--- config.mk ---
export PLATFORM = sky130hd
export DESIGN_NAME = lwe_mod_reducer_flat
export DESIGN_NICKNAME = d
export VERILOG_FILES = /design/src/rtl/lwe_mod_reducer_pkg.sv /design/src/rtl/lwe_mod_reducer_if.sv /design/src/rtl/lwe_mod_step.sv /design/src/rtl/lwe_mod_reducer.sv /design/src/flat_wrapper.sv
export SDC_FILE = /design/constraint.sdc
export NUM_CORES = 1
export LEC_CHECK = 0
export CELL_PAD_IN_SITES_DETAIL_PLACEMENT = 1
export CELL_PAD_IN_SITES_GLOBAL_PLACEMENT = 2
export CORE_MARGIN = 3
export CORE_UTILIZATION = 32
export CTS_BUF_LIST = sky130_fd_sc_hd__clkbuf_16
export CTS_CLUSTER_DIAMETER = 30
export CTS_CLUSTER_SIZE = 24
export DETAILED_ROUTE_END_ITERATION = 10
export PLACE_DENSITY_LB_ADDON = 0.1
export SYNTH_ARGS = -nofsm -noshare
export SYNTH_HDL_FRONTEND = slang
export SYNTH_SLANG_ARGS = --single-unit
--- constraint.sdc ---
create_clock -name clk -period 4.55 [get_ports clk]
set_clock_uncertainty 0.1 [all_clocks]
set_input_delay 0.6825 -clock clk [delete_from_list [all_inputs] [get_ports clk]]
set_output_delay 0.6825 -clock clk [all_outputs]
set_load 0.005 [all_outputs]
--- src/rtl/lwe_mod_reducer_pkg.sv ---
// Shared types and the centered-representative mapping for the LWE modular reducer.
// The mapping function is also used by the ciphertext packer.
package lwe_mod_pkg;

  localparam int MAX_N = 64;

  typedef enum logic [1:0] {
    IDLE   = 2'd0,
    CALC   = 2'd1,
    ADJUST = 2'd2,
    OUTPUT = 2'd3
  } mod_state_t;

  // Maps a standard remainder r in [0, q) onto (-q/2, q/2], two's complement in n bits.
  // For even q the tie r == q/2 stays positive.
  function automatic logic [MAX_N-1:0] mod_center(input logic [MAX_N:0]   r,
                                                  input logic [MAX_N-1:0] q,
                                                  input int unsigned      n);
    logic [MAX_N:0]   q_ext;
    logic [MAX_N:0]   val;
    logic [MAX_N-1:0] mask;
    q_ext = {1'b0, q};
    mask  = '1;
    mask  = mask >> (MAX_N - n);
    if (r > (q_ext >> 1)) val = r - q_ext;
    else                  val = r;
    return val[MAX_N-1:0] & mask;
  endfunction

endpackage

--- src/rtl/lwe_mod_reducer_if.sv ---
// Request/response handshake bundle for the LWE modular reducer.
interface lwe_mod_reducer_if #(
  parameter int N     = 32,
  parameter int W     = 2 * N,
  parameter int TAG_W = 4
);
  logic             in_valid;
  logic             in_ready;
  logic [W-1:0]     in_a;
  logic [N-1:0]     in_q;
  logic             in_centered;
  logic [TAG_W-1:0] in_tag;
  logic             out_valid;
  logic             out_ready;
  logic [N-1:0]     out_rem;
  logic [TAG_W-1:0] out_tag;
  logic             out_div0;

  modport slave (
    input  in_valid, in_a, in_q, in_centered, in_tag, out_ready,
    output in_ready, out_valid, out_rem, out_tag, out_div0
  );

  modport master (
    output in_valid, in_a, in_q, in_centered, in_tag, out_ready,
    input  in_ready, out_valid, out_rem, out_tag, out_div0
  );
endinterface

--- src/rtl/lwe_mod_step.sv ---
// One restoring-division iteration: shifts the next dividend bit into R and
// conditionally subtracts q. Purely combinational so several can be chained per cycle.
module lwe_mod_step #(
  parameter int N = 32
) (
  input  logic [N:0]   r,
  input  logic         bit_in,
  input  logic [N-1:0] q,
  output logic [N:0]   r_next
);
  logic [N+1:0] r_sh;
  logic [N+1:0] q_ext;

  assign r_sh   = {r, bit_in};
  assign q_ext  = (N+2)'(q);
  assign r_next = (r_sh >= q_ext) ? (N+1)'(r_sh - q_ext) : (N+1)'(r_sh);
endmodule

--- src/rtl/lwe_mod_reducer.sv ---
// Handshaked modular reducer: W-cycle restoring division of a by q, then an
// optional centered mapping. One operation in flight, fixed data-independent latency.
//
//   state  | meaning
//   IDLE   | ready for a request; operands latched on accept
//   CALC   | one restoring step per cycle, MSB of a first, W cycles
//   ADJUST | select standard/centered remainder or flag divide-by-zero
//   OUTPUT | result valid, held until consumer accepts
module lwe_mod_reducer
  import lwe_mod_pkg::*;
#(
  parameter int N     = 32,
  parameter int W     = 2 * N,
  parameter int TAG_W = 4
) (
  input  logic            clk,
  input  logic            rst_n,
  lwe_mod_reducer_if.slave bus
);
  localparam int CNT_W = (W > 1) ? $clog2(W) : 1;

  mod_state_t       state, state_next;
  logic [CNT_W-1:0] cnt;
  logic [W-1:0]     a_reg;
  logic [N-1:0]     q_reg;
  logic             cent_reg;
  logic [TAG_W-1:0] tag_reg;
  logic [N:0]       r_reg;
  logic [N:0]       r_step;
  logic [N-1:0]     rem_c;
  logic [N-1:0]     rem_reg;
  logic [TAG_W-1:0] otag_reg;
  logic             div0_reg;
  logic             accept;

  assign accept        = bus.in_valid && (state == IDLE);
  assign bus.in_ready  = (state == IDLE);
  assign bus.out_valid = (state == OUTPUT);
  assign bus.out_rem   = rem_reg;
  assign bus.out_tag   = otag_reg;
  assign bus.out_div0  = div0_reg;

  lwe_mod_step #(.N(N)) u_step (
    .r      (r_reg),
    .bit_in (a_reg[cnt]),
    .q      (q_reg),
    .r_next (r_step)
  );

  assign rem_c = N'(mod_center((MAX_N+1)'(r_reg), MAX_N'(q_reg), N));

  always_ff @(posedge clk or negedge rst_n) begin
    if (!rst_n) state <= IDLE;
    else        state <= state_next;
  end

  always_comb begin
    state_next = state;
    case (state)
      IDLE:    if (bus.in_valid) state_next = (bus.in_q == '0) ? ADJUST : CALC;
      CALC:    if (cnt == '0) state_next = ADJUST;
      ADJUST:  state_next = OUTPUT;
      OUTPUT:  if (bus.out_ready) state_next = IDLE;
      default: state_next = IDLE;
    endcase
  end

  always_ff @(posedge clk or negedge rst_n) begin
    if (!rst_n) begin
      cnt      <= '0;
      a_reg    <= '0;
      q_reg    <= '0;
      cent_reg <= 1'b0;
      tag_reg  <= '0;
      r_reg    <= '0;
      rem_reg  <= '0;
      otag_reg <= '0;
      div0_reg <= 1'b0;
    end else begin
      if (accept) begin
        a_reg    <= bus.in_a;
        q_reg    <= bus.in_q;
        cent_reg <= bus.in_centered;
        tag_reg  <= bus.in_tag;
        r_reg    <= '0;
        cnt      <= CNT_W'(W - 1);
      end
      if (state == CALC) begin
        r_reg <= r_step;
        if (cnt != '0) cnt <= cnt - 1'b1;
      end
      // Result registers only load here, so they hold through OUTPUT and after the handshake.
      if (state == ADJUST) begin
        otag_reg <= tag_reg;
        if (q_reg == '0) begin
          rem_reg  <= '0;
          div0_reg <= 1'b1;
        end else begin
          rem_reg  <= cent_reg ? rem_c : r_reg[N-1:0];
          div0_reg <= 1'b0;
        end
      end
    end
  end
endmodule

--- src/flat_wrapper.sv ---
// flat-port wrapper written by rule: the top's interface ports become plain ports
module lwe_mod_reducer_flat import lwe_mod_pkg::*;
#(
  parameter int N     = 32,
  parameter int W     = 2 * N,
  parameter int TAG_W = 4
)
  (clk, rst_n, bus_in_valid, bus_in_a, bus_in_q, bus_in_centered, bus_in_tag, bus_out_ready, bus_in_ready, bus_out_valid, bus_out_rem, bus_out_tag, bus_out_div0);
  lwe_mod_reducer_if #(.N(N), .W(W), .TAG_W(TAG_W)) bus_i ();
  input  logic clk;
  input  logic rst_n;
  input wire logic [$bits(bus_i.in_valid)-1:0] bus_in_valid;
  input wire logic [$bits(bus_i.in_a)-1:0] bus_in_a;
  input wire logic [$bits(bus_i.in_q)-1:0] bus_in_q;
  input wire logic [$bits(bus_i.in_centered)-1:0] bus_in_centered;
  input wire logic [$bits(bus_i.in_tag)-1:0] bus_in_tag;
  input wire logic [$bits(bus_i.out_ready)-1:0] bus_out_ready;
  output wire logic [$bits(bus_i.in_ready)-1:0] bus_in_ready;
  output wire logic [$bits(bus_i.out_valid)-1:0] bus_out_valid;
  output wire logic [$bits(bus_i.out_rem)-1:0] bus_out_rem;
  output wire logic [$bits(bus_i.out_tag)-1:0] bus_out_tag;
  output wire logic [$bits(bus_i.out_div0)-1:0] bus_out_div0;
  assign bus_i.in_valid = bus_in_valid;
  assign bus_i.in_a = bus_in_a;
  assign bus_i.in_q = bus_in_q;
  assign bus_i.in_centered = bus_in_centered;
  assign bus_i.in_tag = bus_in_tag;
  assign bus_i.out_ready = bus_out_ready;
  assign bus_in_ready = bus_i.in_ready;
  assign bus_out_valid = bus_i.out_valid;
  assign bus_out_rem = bus_i.out_rem;
  assign bus_out_tag = bus_i.out_tag;
  assign bus_out_div0 = bus_i.out_div0;
  lwe_mod_reducer #(.N(N), .W(W), .TAG_W(TAG_W)) u_core (.clk(clk), .rst_n(rst_n), .bus(bus_i));
endmodule
After elaboration in Yosys (flattened, before gate mapping):

Cells that the tools add are included.

* register bits after elaboration: 179
* word-level logic and storage cells: 47
* output and inout port bits: 39
* input port bits: 105

* mux-type cells: 17
* equal/unequal tests: 6
* $add $sub $neg: 3
* order comparisons: 3
* reduce and logical (&&, ||, !) cells: 8

Operator list (number)
* 33-bit 2-to-1 mux: 3
* 32-bit 2-to-1 mux: 3
* 32-bit logical NOT: 2
* 34-bit by 32-bit greater-or-equal comparator with 1-bit output: 1
* 33-bit by 31-bit greater-than comparator with 1-bit output: 1
* 33-bit by 32-bit subtractor with 33-bit output: 1
* 32-bit subtractor: 1
* 6-bit 2-to-1 mux: 3
* 2-bit 2-to-1 mux: 4
* 2-bit one-hot mux with 4 select lines: 1
* 6-bit by 7-bit less-than comparator with 1-bit output (second input constant): 1
* 1-bit binary-select mux with 6-bit select: 1
* 6-bit logical NOT: 1
* 6-bit nonzero test: 1
* 6-bit by 1-bit subtractor with 6-bit output (second input constant): 1
* 2-bit == test (second input constant): 2
* 2-bit inequality test (second input constant): 2
* 3-bit AND reduction: 1
* 2-bit by 1-bit == test with 1-bit output (second input constant): 1
* 2-bit logical NOT: 1
* 1-bit 2-to-1 mux: 2
* 2-bit by 1-bit inequality test with 1-bit output (second input constant): 1
* 2-bit nonzero test: 1
* 1-bit logical AND: 1

Longest topological paths before layout:

Gate-level depths: netlist of run 1.

* word-level depth: 5
* depth in mapped cells: 20
* gate-level depth less buffers: 19

Hierarchy:

A second synthesis of run 1 with hierarchy kept.

* cell total of the unflattened synthesis: 1313
* area, all modules: 12230.5 um2

By module, submodules not included
* lwe_mod_reducer: area an instance 9959.6 um2, cells each 957, instances 1, seq. area each 4479.3 um2
* lwe_mod_step: area an instance 2270.9 um2, cells each 356, instances 1, seq. area each 0.0 um2

Worst setup path before layout of run 1:

No wires, ideal clock.

* path type: reg2reg
* start point: register u_core.cnt[0]
* end point: register u_core.r_reg[8]
* path buffers: 2
* path slack: 346 ps
* library setup time: 133 ps
* period minus slack after synthesis: 4204 ps
* stages on the path, launching flop included: 20
* data arrival time: 3971 ps
* required time: 4317 ps
* path through: dfrtp_1 clkbuf_1 buf_2 mux4_2 o22ai_1 nor2_1 a211oi_1 a21o_1 ha_1 inv_1 fa_1 a21o_1 a21oi_1 nor2b_1 o21a_1 o41ai_1 xor2_1 nand2_1 o211ai_1 o21ai_0

* longest elaborated chain between the ends: 5
* elaborated cells on any way between the ends: 6
* those cells by class: add/sub: 1; order compare: 1; mux: 4

Ends and longest elaborated chain
* start, declared: RTL line lwe_mod_reducer.sv:23 `logic [CNT_W-1:0] cnt;`
* start signal, assigned: RTL line lwe_mod_reducer.sv:86 `cnt <= CNT_W'(W - 1);`
* start signal, assigned: RTL line lwe_mod_reducer.sv:90 `if (cnt != '0) cnt <= cnt - 1'b1;`
* 1-bit binary-select mux with 6-bit select (*): RTL line lwe_mod_reducer.sv:45 `.bit_in (a_reg[cnt]),`
* 1-bit 2-to-1 mux (not written as such) (*): RTL line lwe_mod_reducer.sv:45
* 33-bit by 32-bit subtractor with 33-bit output / 34-bit by 32-bit greater-or-equal comparator with 1-bit output (equally long branches): RTL line lwe_mod_step.sv:16 `assign r_next = (r_sh >= q_ext) ? (N+1)'(r_sh - q_ext) : (N+1)'(r_sh);`
* 33-bit 2-to-1 mux (*): RTL line lwe_mod_step.sv:16
* 33-bit 2-to-1 mux (*): RTL line lwe_mod_reducer.sv:88 `if (state == CALC) begin`
* end signal, assigned: RTL line lwe_mod_reducer.sv:89 `r_reg <= r_step;`
* end, declared: RTL line lwe_mod_reducer.sv:28 `logic [N:0] r_reg;`

Mark *: on every way between the ends. The rest lies on a longest branch, timed or not. The select of a mux whose other input is x is not followed.
A chain may end at the register's enable or synchronous reset.

Worst setup path in the final report of run 1:

Ends and elaborated chain as after synthesis.

==> flow_summary.ini, run 1 <==
[logic_synthesis]
synth-edff-count = 0
avgSynthCellArea_sq_um = 9.50
synth-seq-area-share = 0.393
ys.flop_type = dfrtp_1
ys_ff_latch = 179
synth_cells = 1200
syn_nets = 1377
ys_types = 65
yosysWarnings = 0
synth_area_sq_um = 11400
synthArstFlopShare = 1.00

[grt]
grt_pass1_vias = 10300
grt_pass1_wl_um = 59900
antenna_found_initial = 1
gr-total-overflow = 0
groute.usage.overall = 0.201
grt_max_degree = 105

[worst_setup_path]
ff2ff_path_depth = 20
crit_arrival_ps = 4360
worstSetupEndpointType = flip-flop
path_cells = buf_12, mux2_2, a21oi_1, o21ai_0, a21oi_1, nor2_1, a211oi_2, a21o_1, ha_1, inv_1, fa_1, a21o_1, a21oi_1, nor2b_1, o21a_1, o41ai_2, xor2_1, nand2_1, o211ai_1, o21ai_0
cp_data_required_time_ps = 4760
crit_cells = 20
max_stage_delay_ps = 450
critPathSlowestCell = fa_1
crit_family = compound AO/OA/AOI/OAI gates
crit_type = reg -> reg
cpMostUsedCell = a21oi_1
crit_fanout = 27
cp-start-kind = flip-flop
critPathBufInv = 2

[timing]
drv_slew = 0
relSlewSlack = 0.305
rsz0062_at_grt = no
setup_viol = 0
final_hold_viol_count = 0
timing.fmax_mhz = 241
tns_ps = 0
setup_slack_ps = 405
min_period_ps = 4150
min_period_over_period = 0.911
tightestPinTransition_ps = 1040

[detailed_routing]
drt-total-wl_um = 37600
drc = 0
vias = 9575
ant_nets = 0
viasPerCell = 5.33
detail_route.wl_per_cell_um = 20.9
drt_iter0_markers = 416
drtPass1Iterations = 4

[die]
initial_core_util = 0.328
dieWidth_um = 195
rows = 68
io_pins = 144
dieArea_sq_um = 37900
core-area_sq_um = 34800
fp.dieH_um = 195

[cts]
clockRootBuffer = clkbuf_16
clk_path_buf_depth = 2
cts_tree = yes
cts_made_buffers = 17
clock-sinks = 179
cts-resized-gates = 0
post-cts-setup-buffers = 0
clkTransAtPathRegs_ps = 70
holdBufCountCts = 0
htree_levels = 4
clk-insertion-delay-late_ps = 450

[power]
p_leak_nw = 6.00
irDropWorstVdd_mv = 0.326
power.total_mw = 12.6
cellPowerDensity_nw_per_um2 = 900

[cells_and_area]
syn_to_final_growth_pct = 22.6
layout.cells.non_filler = 1796
final_cell_mix = dfrtp_1 (179), nand2_1 (142), clkdlybuf4s50_1 (142)
multiInputGateArea_sq_um = 6530
fill_cells = 3950
regArea_sq_um = 4480
final_common_cell = dfrtp_1
layout.nets = 1505
layout-drive-gt1-share = 0.113
largest_register_ffs = 64

[place]
routabilityCongestion = 0.842
pre_cts_ws_ps = 310
place_inst = 1764
hpwl_um = 29300
port_buffers = 143

[job]
cap_violations = 0

[run_status]
status = completed

[worst_hold_path]
min_path_type = in -> async
## metal layers
metal	wire length, um	global-route usage	vias to the layer above
li1	-	-	4651
met1	17700	0.271	4741
met5	0	0	-
met4	656	0.0544	0
met3	1390	0.0354	33
met2	17800	0.333	150
## layout make-up
cell class	count	area share
Inverter	53	0.0142
Clock buffer	17	0.0304
Timing Repair Buffer	164	0.118
Clock inverter	14	0.00904
Tap cell	455	0.0407
Antenna cell	1	0.000179
Multi-Input combinational cell	913	0.467
Sequential cell	179	0.320
## cell families after synthesis
group	synth area share
AND/OR/NAND/NOR	0.132
buffers and inverters	0.0358
XOR/XNOR	0.0407
AO/OA/AOI/OAI	0.207
adder cells (fa/ha/maj)	0.0803
multiplexers	0.112
flip-flops	0.393
## metrics by stage
step	instance area (sq um)	hold WS (ps)	utilization
6_report	14000	232	0.402
5_1_grt	14000	292	0.402
4_1_cts	14000	259	0.401
3_5_place_dp	13400	377	0.385
3_3_place_gp	13400	373	0.385
2_1_floorplan	11400	287	-
## worst reg2reg max path, stage by stage, from the launching register on
cell	delay [ps]
dfrtp_1	380
buf_12	220
mux2_2	360
a21oi_1	130
o21ai_0	130
a21oi_1	190
nor2_1	80
a211oi_2	290
a21o_1	130
ha_1	150
inv_1	50
fa_1	450
a21o_1	210
a21oi_1	210
nor2b_1	70
o21a_1	200
o41ai_2	230
xor2_1	170
nand2_1	70
o211ai_1	80
o21ai_0	100
## path summary, 6_finish.rpt
check / slack (ps) / end / startpoint
max: 400 / u_core.r_reg[8] / u_core.cnt[0]
max in group asynchronous: 3130 / u_core.r_reg[31] / rst_n
min: 230 / u_core.bus.out_rem[5] / rst_n
min reg2reg: 390 / u_core.bus.out_rem[1] / u_core.bus.out_rem[1]
min in group clk: 390 / u_core.bus.out_rem[1] / u_core.bus.out_rem[1]
max reg2reg: 400 / u_core.r_reg[8] / u_core.cnt[0]
## synthesized netlist by cell type, types with 21 or more instances
master    number  area (sq um)
dfrtp_1      179          4480
clkbuf_1      47           176
a21oi_1       71           355
xor2_1        24           210
mux2_2        83           935
a21o_1        32           240
inv_1         52           195
nand2_1      142           533
ha_1          70           876
nor2_1        41           154
and3_1        21           131
xnor2_1       29           254
o21ai_0      115           576
nand3_1       21           105
## where the power goes
| group | internal [mW] | switching (mW) | leakage, nW |
|---|---|---|---|
| Clock | 0.792 | 0.663 | 0.271 |
| Sequential | 2.36 | 0.698 | 2.18 |
| Combinational | 3.60 | 4.46 | 3.55 |
| Total | 6.75 | 5.82 | 6.00 |
Power figures use the tool's default switching activity.
==> run 2: changes to the inputs <==
--- a/config.mk
+++ b/config.mk
@@ -5,6 +5,7 @@
 export SDC_FILE = /design/constraint.sdc
 export NUM_CORES = 1
 export LEC_CHECK = 0
+export ABC_CLOCK_PERIOD_IN_PS = 4550
 export CELL_PAD_IN_SITES_DETAIL_PLACEMENT = 1
 export CELL_PAD_IN_SITES_GLOBAL_PLACEMENT = 2
 export CORE_MARGIN = 3
==> results of run 2 <==
The final DEF is identical to that of run 1; final timing and power are the same.
==> run 3: changes to the inputs <==
--- a/config.mk
+++ b/config.mk
@@ -14,7 +14,8 @@
 export CTS_CLUSTER_DIAMETER = 30
 export CTS_CLUSTER_SIZE = 24
 export DETAILED_ROUTE_END_ITERATION = 10
-export PLACE_DENSITY_LB_ADDON = 0.1
+export HOLD_SLACK_MARGIN = 0.15
+export PLACE_DENSITY = 0.87
 export SYNTH_ARGS = -nofsm -noshare
 export SYNTH_HDL_FRONTEND = slang
 export SYNTH_SLANG_ARGS = --single-unit
==> flow_summary.ini, run 3 (same netlist as run 1, synthesis figures left out) <==
[cts]
cts_made_buffers = 17
clock-sinks = 179
clk_path_buf_depth = 2
cts_tree = yes
htree_levels = 4
clockRootBuffer = clkbuf_16
clk-insertion-delay-late_ps = 450
clkTransAtPathRegs_ps = 70

[cells_and_area]
layout-drive-gt1-share = 0.118
final_util = 0.402
multiInputGateArea_sq_um = 6540
final_common_cell = dfrtp_1
largest_register_ffs = 64
layout.nets = 1503
syn_to_final_growth_pct = 22.8
regArea_sq_um = 4480
final_cell_mix = dfrtp_1 (177), nand2_1 (142), clkdlybuf4s50_1 (142)
diodes = 0
fill_cells = 3956

[die]
io_pins = 144
fp.dieH_um = 195
dieArea_sq_um = 37900
initial_core_util = 0.328
dieWidth_um = 195
rows = 68
core-area_sq_um = 34800

[detailed_routing]
ant_nets = 0
drt-total-wl_um = 36200
drt_iter0_markers = 516
drc = 0
vias = 9704
detail_route.wl_per_cell_um = 20.2
viasPerCell = 5.41
drtPass1Iterations = 4

[worst_setup_path]
crit_arrival_ps = 4370
crit_fanout = 14
r2r_start = u_core.cnt[0]
worstSetupEndpointType = flip-flop
cp_data_required_time_ps = 4750
crit_type = reg -> reg
cp-start-kind = flip-flop
worstSetupStartpoint = u_core.cnt[0]

[timing]
tightestPinTransition_ps = 938
setup_viol = 0
tns_ps = 0
drv_slew = 0
min_period_ps = 4170
timing.fmax_mhz = 240
final_hold_viol_count = 0
relSlewSlack = 0.369
rsz0062_at_grt = no
min_period_over_period = 0.916

[power]
irDropWorstVdd_mv = 0.342
cellPowerDensity_nw_per_um2 = 896
p_leak_nw = 6.00

[grt]
grt_max_degree = 94
gr-total-overflow = 0
grt_pass1_wl_um = 57400
antenna_found_initial = 3
grt_pass1_vias = 10200
groute.usage.overall = 0.190

[run_status]
status = completed

[job]
cap_violations = 0

[place]
routabilityCongestion = 0.860
hpwl_um = 28100
port_buffers = 143

[worst_hold_path]
min_path_type = in -> async
## run 3: cell types whose count changed in the layout (fill, tap and decap cells not counted), sizes merged
cell      before  now
buf           21   18
clkinvlp       4    2
inv           56   58
clkbuf        18   19
diode          1    0
## run 3: area by class of cell
class | instances | area share
clock buffers | 17 | 0.0304
clock inverters | 14 | 0.0110
inverters | 53 | 0.0142
multi-input cells | 913 | 0.467
flip-flops and latches | 179 | 0.320
well taps | 455 | 0.0407
repair buffers | 162 | 0.117
## run 3: timing repair
action,CTS,global route
resized for setup,0,6
hold buffers,0,0
setup buffers,0,0
setup endpoints to repair,0,14
## run 3: worst max-delay path, cell delays in order (launching register included)
cell       delay [ps]
dfrtp_2           430
buf_12            180
mux2_2            350
a21oi_1           130
o21ai_0           140
a21oi_1           200
nor3_1             80
a211oi_2          290
a21o_1            130
ha_1              160
inv_1              60
fa_2              380
nand3_1           140
nand4_1           100
nand2_1           170
o22ai_1           150
a2111oi_0         560
xnor2_1           190
mux2i_1            90
## run 3: stage by stage
| stage | total power, mW | std cells | hold WS, ps | setup slack (ps) | instance area [sq um] |
|---|---|---|---|---|---|
| after detailed placement | 11.0 | 1761 | 381 | 183 | 13400 |
| after global routing | 13.7 | 1793 | 240 | 60.9 | 14000 |
| after floorplan | 8.61 | 1200 | 287 | 346 | 11400 |
| after CTS | 12.6 | 1792 | 225 | 146 | 14000 |
| final | 12.5 | 1793 | 193 | 382 | 14000 |
| after global placement | 10.8 | 1761 | 377 | 273 | 13400 |
## run 3: path summary, 6_finish.rpt
path	end	slack [ps]	cells past startpoint
setup / recovery	u_core.r_reg[32]	380	18
hold / removal	u_core.bus.out_rem[3]	190	1
setup reg to reg	u_core.r_reg[32]	380	18
hold reg to reg	u_core.bus.out_rem[14]	400	1
max in group asynchronous	u_core.tag_reg[0]	3230	2
min in group clk	u_core.bus.out_rem[14]	400	1
## run 3: routing by layer
metal  vias to the layer above  track usage  share of wire
met2                       197        0.312           0.47
met4                         6       0.0396          0.012
met1                      4826        0.260           0.47
met3                        30       0.0406          0.048
met5                         -            0         0.0011
li1                       4645            -              -
## run 3: report_power, final
part           leakage, nW  internal, mW  total, mW  switching, mW
sequential            2.18          2.37       3.05          0.684
combinational         3.54          3.59       8.02           4.43
clock                0.282         0.814       1.48          0.665
total                 6.00          6.77       12.5           5.78
